<file path="config.mk">
export PLATFORM = sky130hd
export DESIGN_NAME = interfaz_alu
export DESIGN_NICKNAME = d
export VERILOG_FILES = /design/src/rtl/interfaz_alu_pkg.sv /design/src/rtl/interfaz_alu.sv
export SDC_FILE = /design/constraint.sdc
export NUM_CORES = 1
export LEC_CHECK = 0
export ABC_AREA = 0
export BUFFER_PORTS_ARGS = -buffer_cell sky130_fd_sc_hd__buf_2
export CORE_AREA = 3 3 53 55
export CTS_CLUSTER_DIAMETER = 100
export DETAILED_ROUTE_END_ITERATION = 6
export DIE_AREA = 0 0 56 58
export PLACE_DENSITY = 0.74
export SLEW_MARGIN = 20
export SYNTH_ARGS = -nofsm -noshare
export SYNTH_HDL_FRONTEND = slang
export SYNTH_SLANG_ARGS = --single-unit
</file>
<file path="constraint.sdc">
create_clock -name i_clock -period 1.54 [get_ports i_clock]
set_clock_uncertainty 0.05 [all_clocks]
set_input_delay 0.308 -clock i_clock [delete_from_list [all_inputs] [get_ports i_clock]]
set_output_delay 0.308 -clock i_clock [all_outputs]
set_load 0.005 [all_outputs]
</file>
<file path="src/rtl/interfaz_alu_pkg.sv">
// Shared widths and sequencer state encoding for the UART-to-ALU glue and its bench.
package interfaz_alu_pkg;

  localparam int DEF_BITS_DATO   = 8;
  localparam int DEF_BUS_ALU     = 6;
  localparam int DEF_BITS_OPCODE = 4;

  typedef enum logic [2:0] {
    ESPERA_OP1    = 3'd0,
    ESPERA_OP2    = 3'd1,
    ESPERA_OPCODE = 3'd2,
    CALCULO       = 3'd3,
    ENVIO         = 3'd4,
    ESPERA_TX     = 3'd5
  } estado_t;

endpackage

</file>
<file path="src/rtl/interfaz_alu.sv">
// Collects op1/op2/opcode bytes from UART rx, drives the ALU, and sends its sign-extended result.
// o_tx_start pulses two cycles after the opcode byte; bytes arriving while busy are dropped (sticky overrun).
module interfaz_alu
  import interfaz_alu_pkg::*;
#(
  parameter int CANT_BITS_DATO   = DEF_BITS_DATO,
  parameter int CANT_BUS_ALU     = DEF_BUS_ALU,
  parameter int CANT_BITS_OPCODE = DEF_BITS_OPCODE
) (
  input  logic                        i_clock,
  input  logic                        i_reset,
  input  logic [CANT_BITS_DATO-1:0]   i_rx_data,
  input  logic                        i_rx_done,
  input  logic                        i_tx_done,
  input  logic [CANT_BUS_ALU-1:0]     i_resultado,
  output logic [CANT_BUS_ALU-1:0]     o_operando_1,
  output logic [CANT_BUS_ALU-1:0]     o_operando_2,
  output logic [CANT_BITS_OPCODE-1:0] o_opcode,
  output logic [CANT_BITS_DATO-1:0]   o_tx_data,
  output logic                        o_tx_start,
  output logic                        o_busy,
  output logic                        o_overrun
);

  estado_t estado, estado_nxt;
  logic    busy;
  logic    unused_rx_bits;

  // Upper received bits are truncated by design.
  assign unused_rx_bits = ^i_rx_data;

  assign busy       = (estado == CALCULO) || (estado == ENVIO) || (estado == ESPERA_TX);
  assign o_busy     = busy;
  assign o_tx_start = (estado == ENVIO);

  always_ff @(posedge i_clock or negedge i_reset) begin
    if (!i_reset) estado <= ESPERA_OP1;
    else          estado <= estado_nxt;
  end

  always_comb begin
    estado_nxt = estado;
    case (estado)
      ESPERA_OP1:    if (i_rx_done) estado_nxt = ESPERA_OP2;
      ESPERA_OP2:    if (i_rx_done) estado_nxt = ESPERA_OPCODE;
      ESPERA_OPCODE: if (i_rx_done) estado_nxt = CALCULO;
      CALCULO:       estado_nxt = ENVIO;
      ENVIO:         estado_nxt = ESPERA_TX;
      ESPERA_TX:     if (i_tx_done) estado_nxt = ESPERA_OP1;
      default:       estado_nxt = ESPERA_OP1;
    endcase
  end

  always_ff @(posedge i_clock or negedge i_reset) begin
    if (!i_reset) begin
      o_operando_1 <= '0;
      o_operando_2 <= '0;
      o_opcode     <= '0;
      o_tx_data    <= '0;
      o_overrun    <= 1'b0;
    end else begin
      if (i_rx_done && busy) o_overrun <= 1'b1;
      case (estado)
        ESPERA_OP1:    if (i_rx_done) o_operando_1 <= i_rx_data[CANT_BUS_ALU-1:0];
        ESPERA_OP2:    if (i_rx_done) o_operando_2 <= i_rx_data[CANT_BUS_ALU-1:0];
        ESPERA_OPCODE: if (i_rx_done) o_opcode <= i_rx_data[CANT_BITS_OPCODE-1:0];
        // ALU result is combinational from the registered operands; sample it once they settle.
        CALCULO:       o_tx_data <= CANT_BITS_DATO'($signed(i_resultado));
        default:       ;
      endcase
    end
  end

endmodule

</file>
[Yosys cells after proc, flatten, opt, wreduce, memory -nomap -nowiden]
Cells that the tools add are included.
Word-level totals
  word-level logic and storage cells: 28
  output and inout port bits: 27
  input port bits: 18
  bits in registers: 26
Cells by class
  equality and inequality tests: 9
  reductions and logical operators: 8
  muxes and demuxes: 5
Operator list (count)
  3-bit one-hot mux with 6 select lines: 1
  3-bit 2-to-1 mux: 4
  2-bit != test (second input constant): 4
  3-bit by 2-bit equality test with 1-bit output (second input constant): 2
  3-bit equality test (second input constant): 2
  2-bit AND reduction: 3
  4-bit AND reduction: 1
  3-bit by 1-bit equality test with 1-bit output (second input constant): 1
  3-bit zero test: 1
  1-bit logical OR: 2
  1-bit logical AND: 1

[Depth between registers and ports, before layout]
Gate-level depths: netlist of run 1.
  depth after elaboration: 4
  depth in mapped cells: 4
  gate-level depth less buffers: 3

[Worst setup path after synthesis of run 1]
No wires, ideal clock.
  path kind: register to register
  from: register estado[2]
  to: register o_operando_2[0]
  path buffers: 0
  library setup time: 0.125 ns
  path slack: 0.164 ns
  clock period less this slack: 1.376 ns
  data required time: 1.365 ns
  data arrival time: 1.202 ns
  stages on the path, launching flop included: 4
  path through: dfrtp_1 nand2b_4 nor3b_4 mux2_2
On the way
  cells in the longest elaborated chain, start to end: 2
Ends and longest elaborated chain
  from (decl): line interfaz_alu.sv:25  | estado_t estado, estado_nxt;
  from (signal assigned): line interfaz_alu.sv:38  | else estado <= estado_nxt;
  3-bit by 1-bit equality test with 1-bit output: line interfaz_alu.sv:63  | case (estado)
  2-bit AND reduction (no line)
  to (signal assigned): line interfaz_alu.sv:65  | ESPERA_OP2: if (i_rx_done) o_operando_2 <= i_rx_data[CANT_BUS_ALU-1:0];
  to (decl): line interfaz_alu.sv:17  | output logic [CANT_BUS_ALU-1:0] o_operando_2,
No other way between the ends.
A chain may end at the register's enable or synchronous reset.

[Worst setup path after layout of run 1]
  from: register estado[1]
  to: output o_tx_start
On the way
  cells in the longest elaborated chain, start to end: 1
Ends and longest elaborated chain
  3-bit equality test: line interfaz_alu.sv:34  | assign o_tx_start = (estado == ENVIO);
  to (decl): line interfaz_alu.sv:20  | output logic o_tx_start,
No other way between the ends.

==> out/metrics.yaml, run 1 <==
finish:
  nets: 148
  layout-drive-gt1-share: 0.736
  fin_util: 0.620
  fillers: 187
  n_antenna_cell: 0
  fin_cells: 159
  area_delta_synth_final_pct: 40.2
  fin_area_mm2: 0.00151
synthesis:
  ys_seq_area_frac: 0.605
  synth_top_area_share: 0.605
  synthTopCellsByCount: "dfrtp_1, mux2_2, buf_4"
  yosysMostFrequentCell: "dfrtp_1"
  async_reset_ff_frac: 1.00
  ys_seq_elements: 26
  syn_avg_cell_area_um2: 15.4
  yosysWarnings: 0
  yosys_most_used_dff: "dfrtp_1"
  synth_edf_count: 0
  yosysUniqueCellTypes: 17
  ys_top_cells_by_area: "dfrtp_1, mux2_2, buf_4"
  synthCells: 70
  syn_area_mm2: 0.00108
  synth_top_cell_by_area: "dfrtp_1"
  syn_nets: 88
global_routing:
  grt_pass1_vias: 774
  track_usage: 0.139
  grt_pass1_wl_um: 3540
  antenna_found_initial: 0
  grt_max_degree: 27
  grt-ovfl-total: 0
sta:
  fin_crit_sh: 0.995
  max_slew_margin: 0.633
  period_needed_ps: 1530
  rsz0062_at_grt: "true"
  finalSetupTns_ps: 0
  finalSetupViolCount: 0
  fmax_mhz: 653
  slew_viol_final: 0
  finalHoldViolCount: 0
  tightest_slew_ps: 551
place:
  routabilityCongestion: 0.764
  numPortBuffers: 42
  dp_cells: 139
  hpwl_um: 1480
  dpl_cell_area_mm2: 0.00130
drt:
  first_iter_violations: 27
  wl_met3_um: 78
  first_pass_iters: 2
  viasPerCell: 4.81
  vias: 764
  dr.max_layer_used: "met4"
  drt_wl_total_um: 2170
  antenna_left: 0
  wl_met2_um: 1140
  met1Wirelength_um: 936
  wl_per_cell_um: 13.6
  drc: 0
setup_path:
  start_kind: "flop"
  crit_start: "estado[1]"
  path_class: "flop to output port"
  reg2reg_from: "estado[1]"
  cp.arrival_ps: 1170
  crit_required_ps: 1180
  cp-end-kind: "output port"
  path_max_fanout: 5
clock_tree:
  cts_tree: "yes"
  cts_buffers: 3
  cts_root_buffer: "clkbuf_4"
  h-tree-depth: 1
  clock_path_buffers: 2
  path_clk_slew_ps: 140
  clkSinkCount: 26
  clock_latency_ps: 310
die:
  initial_core_util: 0.442
  fp.coreArea_mm2: 0.00243
  dieArea_mm2: 0.00325
  die_w_um: 56
  row_count: 18
  die_h_um: 58
  ioPinCount: 45
power_and_ir_drop:
  pwr_density_cell_mw_per_mm2: 2060
  ir_drop_uv: 1040
  totalPowerFinal_uw: 3100
  leakage_uw: 0.000745
hold_path:
  min-delay-start: "i_resultado[4]"
  hold_path.class: "primary input to flop"
flow_run:
  drv_cap: 0
outcome:
  status: "completed"
==> sequential cells by signal, summed over array words and instances (netlist names) <==
name / cells
estado: 3
o_opcode: 4
o_operando_1: 6
o_operando_2: 6
o_overrun: 1
o_tx_data: 6
==> timing repair <==
item,4_1_cts,5_1_grt
setup endpoints to repair,5,16
pin swaps,1,2
hold buffers,1,0
cloned,0,0
setup buffers,10,5
gates resized for setup,4,2
hold endpoints to repair,26,0
==> critical path, cell delays in order (launching register included) <==
cell	delay, ps
dfrtp_2	500
nand2b_4	180
nor2_1	70
buf_2	110
==> path summary, 6_finish.rpt <==
| kind | depth (start not counted) | slack (ps) | end |
|---|---|---|---|
| max | 3 | 8 | o_tx_start |
| min | 2 | 170 | o_tx_data[4] |
| max reg2reg | 4 | 60 | o_operando_1[0] |
| min reg2reg | 1 | 420 | o_overrun |
| max in group asynchronous | 2 | 600 | estado[0] |
| min in group asynchronous | 2 | 440 | o_operando_1[0] |
==> layer usage <==
layer / vias to the layer above / global-route usage
met3: 2 / 0.0245
li1: 363 / -
met2: 15 / 0.239
met4: 0 / 0.0576
met5: - / 0
met1: 384 / 0.173
==> logic make-up (layout without fill, tap and decap cells) <==
logic type / Yosys count / after routing / share of synthesized area
simple gates: 14 / 14 / 0.115
compound gates: 4 / 4 / 0.0221
flops: 26 / 26 / 0.605
buf+inv: 4 / 63 / 0.0279
mux: 22 / 22 / 0.230
==> through the flow <==
| step | hold WS (ps) | setup WS [ps] |
|---|---|---|
| floorplan | -37.6 | 164 |
| global placement | 276 | 29.2 |
| detailed placement | 291 | 23.2 |
| CTS | 157 | -19.7 |
| global route | 145 | -45.6 |
| finish | 168 | 7.81 |
==> layout by cell type, fill, tap and decap left out <==
cell,count
nand3b_4,1
buf_2,42
or3_1,1
dlygate4sd3_1,1
clkbuf_4,3
nor2_1,2
a21o_2,1
buf_4,14
nand2b_4,3
nor3b_4,1
nand3b_1,1
mux2_2,22
and2_1,1
o21ai_0,1
dfrtp_1,24
nor4b_1,1
a21oi_1,2
nor3_4,1
buf_12,2
nor2_2,1
clkbuf_8,1
nand2_2,1
dfrtp_2,2
==> cell type report <==
class                           instances  area (um^2)  share of cell area
Tap cell                               30         37.5              0.0249
Multi-Input combinational cell         40          417               0.276
Timing Repair Buffer                   59          365               0.242
Clock buffer                            4         36.3              0.0240
Sequential cell                        26          653               0.433
==> where the power goes <==
| group | switching (uW) | internal [uW] |
|---|---|---|
| Combinational | 553 | 977 |
| Clock | 195 | 144 |
| Sequential | 207 | 1030 |
| Total | 954 | 2150 |
No activity file was read; power rests on OpenSTA's default activity.
==> run 2: changes to the inputs <==
--- a/config.mk
+++ b/config.mk
@@ -7,11 +7,11 @@
 export LEC_CHECK = 0
 export ABC_AREA = 0
 export BUFFER_PORTS_ARGS = -buffer_cell sky130_fd_sc_hd__buf_2
-export CORE_AREA = 3 3 53 55
+export CORE_AREA = 3 3 56 58
 export CTS_CLUSTER_DIAMETER = 100
 export DETAILED_ROUTE_END_ITERATION = 6
-export DIE_AREA = 0 0 56 58
-export PLACE_DENSITY = 0.74
+export DIE_AREA = 0 0 59 61
+export PLACE_DENSITY = 0.7
 export SLEW_MARGIN = 20
 export SYNTH_ARGS = -nofsm -noshare
 export SYNTH_HDL_FRONTEND = slang
==> constraint.sdc (replaced) <==
create_clock -name i_clock -period 1.4 [get_ports i_clock]
set_clock_uncertainty 0.05 [all_clocks]
set_input_delay 0.28 -clock i_clock [delete_from_list [all_inputs] [get_ports i_clock]]
set_output_delay 0.28 -clock i_clock [all_outputs]
set_load 0.005 [all_outputs]
==> out/metrics.yaml, run 2 (synthesized netlist as in run 1, its figures left out) <==
outcome:
  status: "finished, violations left"
  violations: "negative setup slack"
clock_tree:
  clock_path_buffers: 2
  clock_latency_ps: 320
  cts_root_buffer: "clkbuf_4"
  cts_buffers: 3
  path_clk_slew_ps: 130
  clkSinkCount: 26
  cts_tree: "yes"
  h-tree-depth: 1
global_routing:
  antenna_found_initial: 0
  grt-ovfl-total: 0
  grt_max_degree: 27
  use_met2: 0.248
  grt_pass1_vias: 807
  use_met1: 0.177
  top_usage_layer: "met2"
  groute.layer.met3.usage: 0.0383
  grt_pass1_wl_um: 3780
  track_usage: 0.143
setup_path:
  cp.arrival_ps: 1180
  crit_required_ps: 1070
  cp_slowest_cell: "dfrtp_1"
  path_class: "flop to output port"
  rrSetupSlack_ps: -20
  start_kind: "flop"
  cp-end-kind: "output port"
  path_max_fanout: 3
  slowest_delay_ps: 410
  path_cells: "buf_6 > nand3b_4 > nand2_2 > buf_2"
power_and_ir_drop:
  leakage_uw: 0.000793
  pwr_density_cell_mw_per_mm2: 2260
  ir_drop_uv: 1450
  totalPowerFinal_uw: 3560
finish:
  fin_cells: 158
  layout_commonest_cell: "buf_2"
  fin_util: 0.580
  reg_top3: "o_operando_1 (6), o_operando_2 (6), o_tx_data (6)"
  layout-drive-gt1-share: 0.732
  fillers: 239
  nets: 147
  final_cell_mix: "buf_2, dfrtp_1, mux2_4"
  area_delta_synth_final_pct: 46.2
  seqCellArea_um2: 653
  n_antenna_cell: 0
  multi_input_area_um2: 482
drt:
  viasPerCell: 4.94
  first_pass_iters: 3
  wl_per_cell_um: 14.7
  vias: 780
  antenna_left: 0
  first_iter_violations: 9
  drc: 0
  drt_wl_total_um: 2330
sta:
  finalHoldViolCount: 0
  whs_ps: 140
  finalSetupViolCount: 8
  worst_slack_ps: -113
  slew_viol_final: 0
  finalSetupTns_ps: -210
  period_needed_ps: 1510
  max_slew_margin: 0.610
  rsz0062_at_grt: "true"
  fmax_mhz: 661
  fin_crit_sh: 1.08
  tightest_slew_ps: 584
place:
  dp_cells: 145
  routabilityCongestion: 0.674
  numPortBuffers: 42
  hpwl_um: 1560
die:
  die_h_um: 61
  row_count: 19
  fp.coreArea_mm2: 0.00271
  die_w_um: 59
  ioPinCount: 45
  initial_core_util: 0.397
  dieArea_mm2: 0.00360
hold_path:
  hold_path.class: "primary input to flop"
flow_run:
  drv_cap: 0
run 2: changes by cell type in the layout (fill, tap and decap cells not counted):
cell | before | now
clkbuf_8 | 1 | 0
mux2_2 | 22 | 6
buf_4 | 14 | 8
nor2_4 | 0 | 1
buf_6 | 0 | 5
nor2_2 | 1 | 0
mux2_4 | 0 | 16
run 2: timing repair:
item	CTS	global route
endpoints found under the hold margin	26	0
buffers inserted	8	1
endpoints found under the setup margin	19	18
gates cloned	0	0
resized for setup	28	0
pin swaps	3	2
hold buffers	1	0
run 2: final timing paths:
| path | cells after the start | to | from |
|---|---|---|---|
| max in group asynchronous | 2 | estado[1] | i_reset |
| hold / removal | 2 | o_tx_data[2] | i_resultado[2] |
| setup / recovery | 4 | o_busy | estado[2] |
| setup reg to reg | 4 | o_operando_2[5] | estado[2] |
| hold reg to reg | 1 | o_overrun | o_overrun |
| min in group asynchronous | 2 | o_overrun | i_reset |
run 2: metrics by stage:
stage / area, um^2 / worst slack (ps)
2_1_floorplan: 1080 / 23.6
3_3_place_gp: 1350 / 2.23
3_5_place_dp: 1350 / -39.5
4_1_cts: 1570 / -124
5_1_grt: 1570 / -191
6_report: 1570 / -113
run 2: power by group:
group | internal, uW | leakage, uW | total [uW] | switching, uW
clock | 101 | 0.0000138 | 304 | 203
sequential | 1130 | 0.000304 | 1330 | 200
combinational | 1230 | 0.000475 | 1920 | 695
total | 2460 | 0.000793 | 3560 | 1100
run 2: final cells by class:
type	instances	share of cell area
sequential	26	0.415
multi-input combinational	40	0.306
timing repair buffer	58	0.239
tap	31	0.0247
clock buffer	3	0.0143
run 2: metal layers:
metal  part of all wire  up-vias
met3              0.081        2
met2               0.51       31
met4             0.0052        0
met5                  0        -
met1               0.40      390
li1                   -      357
run 2: critical path, delay by kind of cell, from the launching register on:
| family | cells | cell delay, ps |
|---|---|---|
| buffers and inverters | 2 | 230 |
| DFF | 1 | 410 |
| and+or+nand+nor | 2 | 210 |
==> run 3: changes to the inputs <==
--- a/config.mk
+++ b/config.mk
@@ -12,6 +12,7 @@
 export DETAILED_ROUTE_END_ITERATION = 6
 export DIE_AREA = 0 0 59 61
 export PLACE_DENSITY = 0.7
+export SETUP_SLACK_MARGIN = 0.4
 export SLEW_MARGIN = 20
 export SYNTH_ARGS = -nofsm -noshare
 export SYNTH_HDL_FRONTEND = slang
==> out/metrics.yaml, run 3 (synthesized netlist as in run 1, its figures left out) <==
outcome:
  status: "finished, violations left"
  violations: "negative setup slack"
hold_path:
  hold_end: "o_tx_data[2]"
  hold_path.class: "primary input to flop"
  hold_depth: 2
  min-delay-start: "i_resultado[2]"
finish:
  reg_top3: "o_operando_1 (6), o_operando_2 (6), o_tx_data (6)"
  fin_area_mm2: 0.00171
  layout_commonest_cell: "buf_2"
  multi_input_area_um2: 498
  final_cell_mix: "buf_2, dfrtp_1, mux2_4"
  seqCellArea_um2: 653
  fillers: 204
  layout-drive-gt1-share: 0.779
  area_delta_synth_final_pct: 58.6
  n_antenna_cell: 0
  nets: 159
die:
  die_h_um: 61
  ioPinCount: 45
  fp.coreArea_mm2: 0.00271
  initial_core_util: 0.397
  dieArea_mm2: 0.00360
  die_w_um: 59
  row_count: 19
sta:
  period_needed_ps: 1480
  rsz0062_at_grt: "true"
  tightest_slew_ps: 354
  worst_slack_ps: -76.9
  fmax_mhz: 677
  finalHoldViolCount: 0
  finalSetupTns_ps: -803
  fin_crit_sh: 1.05
  finalSetupViolCount: 18
  max_slew_margin: 0.764
  slew_viol_final: 0
flow_run:
  drv_cap: 0
place:
  dpl_cell_area_mm2: 0.00137
  numPortBuffers: 42
  hpwl_um: 1630
  routabilityCongestion: 0.771
clock_tree:
  clock_latency_ps: 300
  h-tree-depth: 1
  cts_buffers: 3
  cts_root_buffer: "clkbuf_4"
  clock_path_buffers: 2
  clkSinkCount: 26
  cts_tree: "yes"
  path_clk_slew_ps: 140
power_and_ir_drop:
  pwr_density_cell_mw_per_mm2: 2350
  ir_drop_uv: 1610
  totalPowerFinal_uw: 4010
  leakage_uw: 0.000885
setup_path:
  cp.arrival_ps: 1150
  path_class: "flop to output port"
  path_max_fanout: 3
  reg2reg_from: "estado[0]"
  rr_endpoint: "o_opcode[1]"
  rrSetupSlack_ps: -70
  cp-end-kind: "output port"
  crit_required_ps: 1070
  reg2regPathDepth: 5
  start_kind: "flop"
drt:
  first_iter_violations: 7
  viasPerCell: 4.75
  wl_per_cell_um: 15.3
  drc: 0
  vias: 813
  drt_wl_total_um: 2610
  antenna_left: 0
  first_pass_iters: 4
global_routing:
  grt_pass1_vias: 839
  grt_pass1_wl_um: 4040
  grt-ovfl-total: 0
  antenna_found_initial: 0
  grt_max_degree: 27
  track_usage: 0.148
==> run 3: timing repair <==
item / in CTS / in global routing
hold buffers: 1 / 0
buffers inserted: 9 / 10
hold endpoints to repair: 26 / 0
pin swaps: 3 / 2
setup endpoints to repair: 53 / 73
gates resized for setup: 26 / 14
==> run 3: stage by stage <==
stage,hold slack (ps),setup slack (ps),utilization,cells
global route,112,-143,0.630,171
CTS,135,-59.5,0.583,161
detailed placement,257,-55.5,0.506,147
global placement,246,-10.1,0.506,147
floorplan,-65.6,23.6,-,70
finish,144,-76.9,0.630,171
==> run 3: where the power goes <==
part	leakage (uW)	total (uW)	switching, uW	internal, uW
sequential	0.000304	1380	250	1130
clock	0.0000210	366	208	158
combinational	0.000560	2270	766	1500
==> run 3: worst max-delay path, cell delays in order, from the launching register on <==
cell      delay, ps
dfrtp_2         470
nand2b_4        170
nor2_2           80
buf_2           120
==> run 3: final cells by class <==
cell class | count | area share
timing repair buffer | 70 | 0.282
tap | 31 | 0.0227
multi-input combinational | 40 | 0.292
clock buffer | 4 | 0.0213
sequential | 26 | 0.383
==> run 3: worst max-delay path by stage <==
stage	endpoint	startpoint	cells past startpoint
4_1_cts	o_operando_2[0]	estado[2]	4
2_1_floorplan	o_operando_2[0]	estado[2]	3
3_5_place_dp	o_busy	estado[1]	3
6_report	o_tx_start	estado[1]	3
5_1_grt	o_tx_start	estado[1]	3
3_3_place_gp	o_operando_2[3]	estado[1]	3
==> run 3: per-layer routing <==
metal  global-route usage  part of all wire  vias to the layer above
met5                    0                 0                        -
met4               0.0388             0.010                        0
met3               0.0277             0.028                        2
met2                0.248              0.56                       12
met1                0.200              0.40                      413
li1                     -                 -                      386
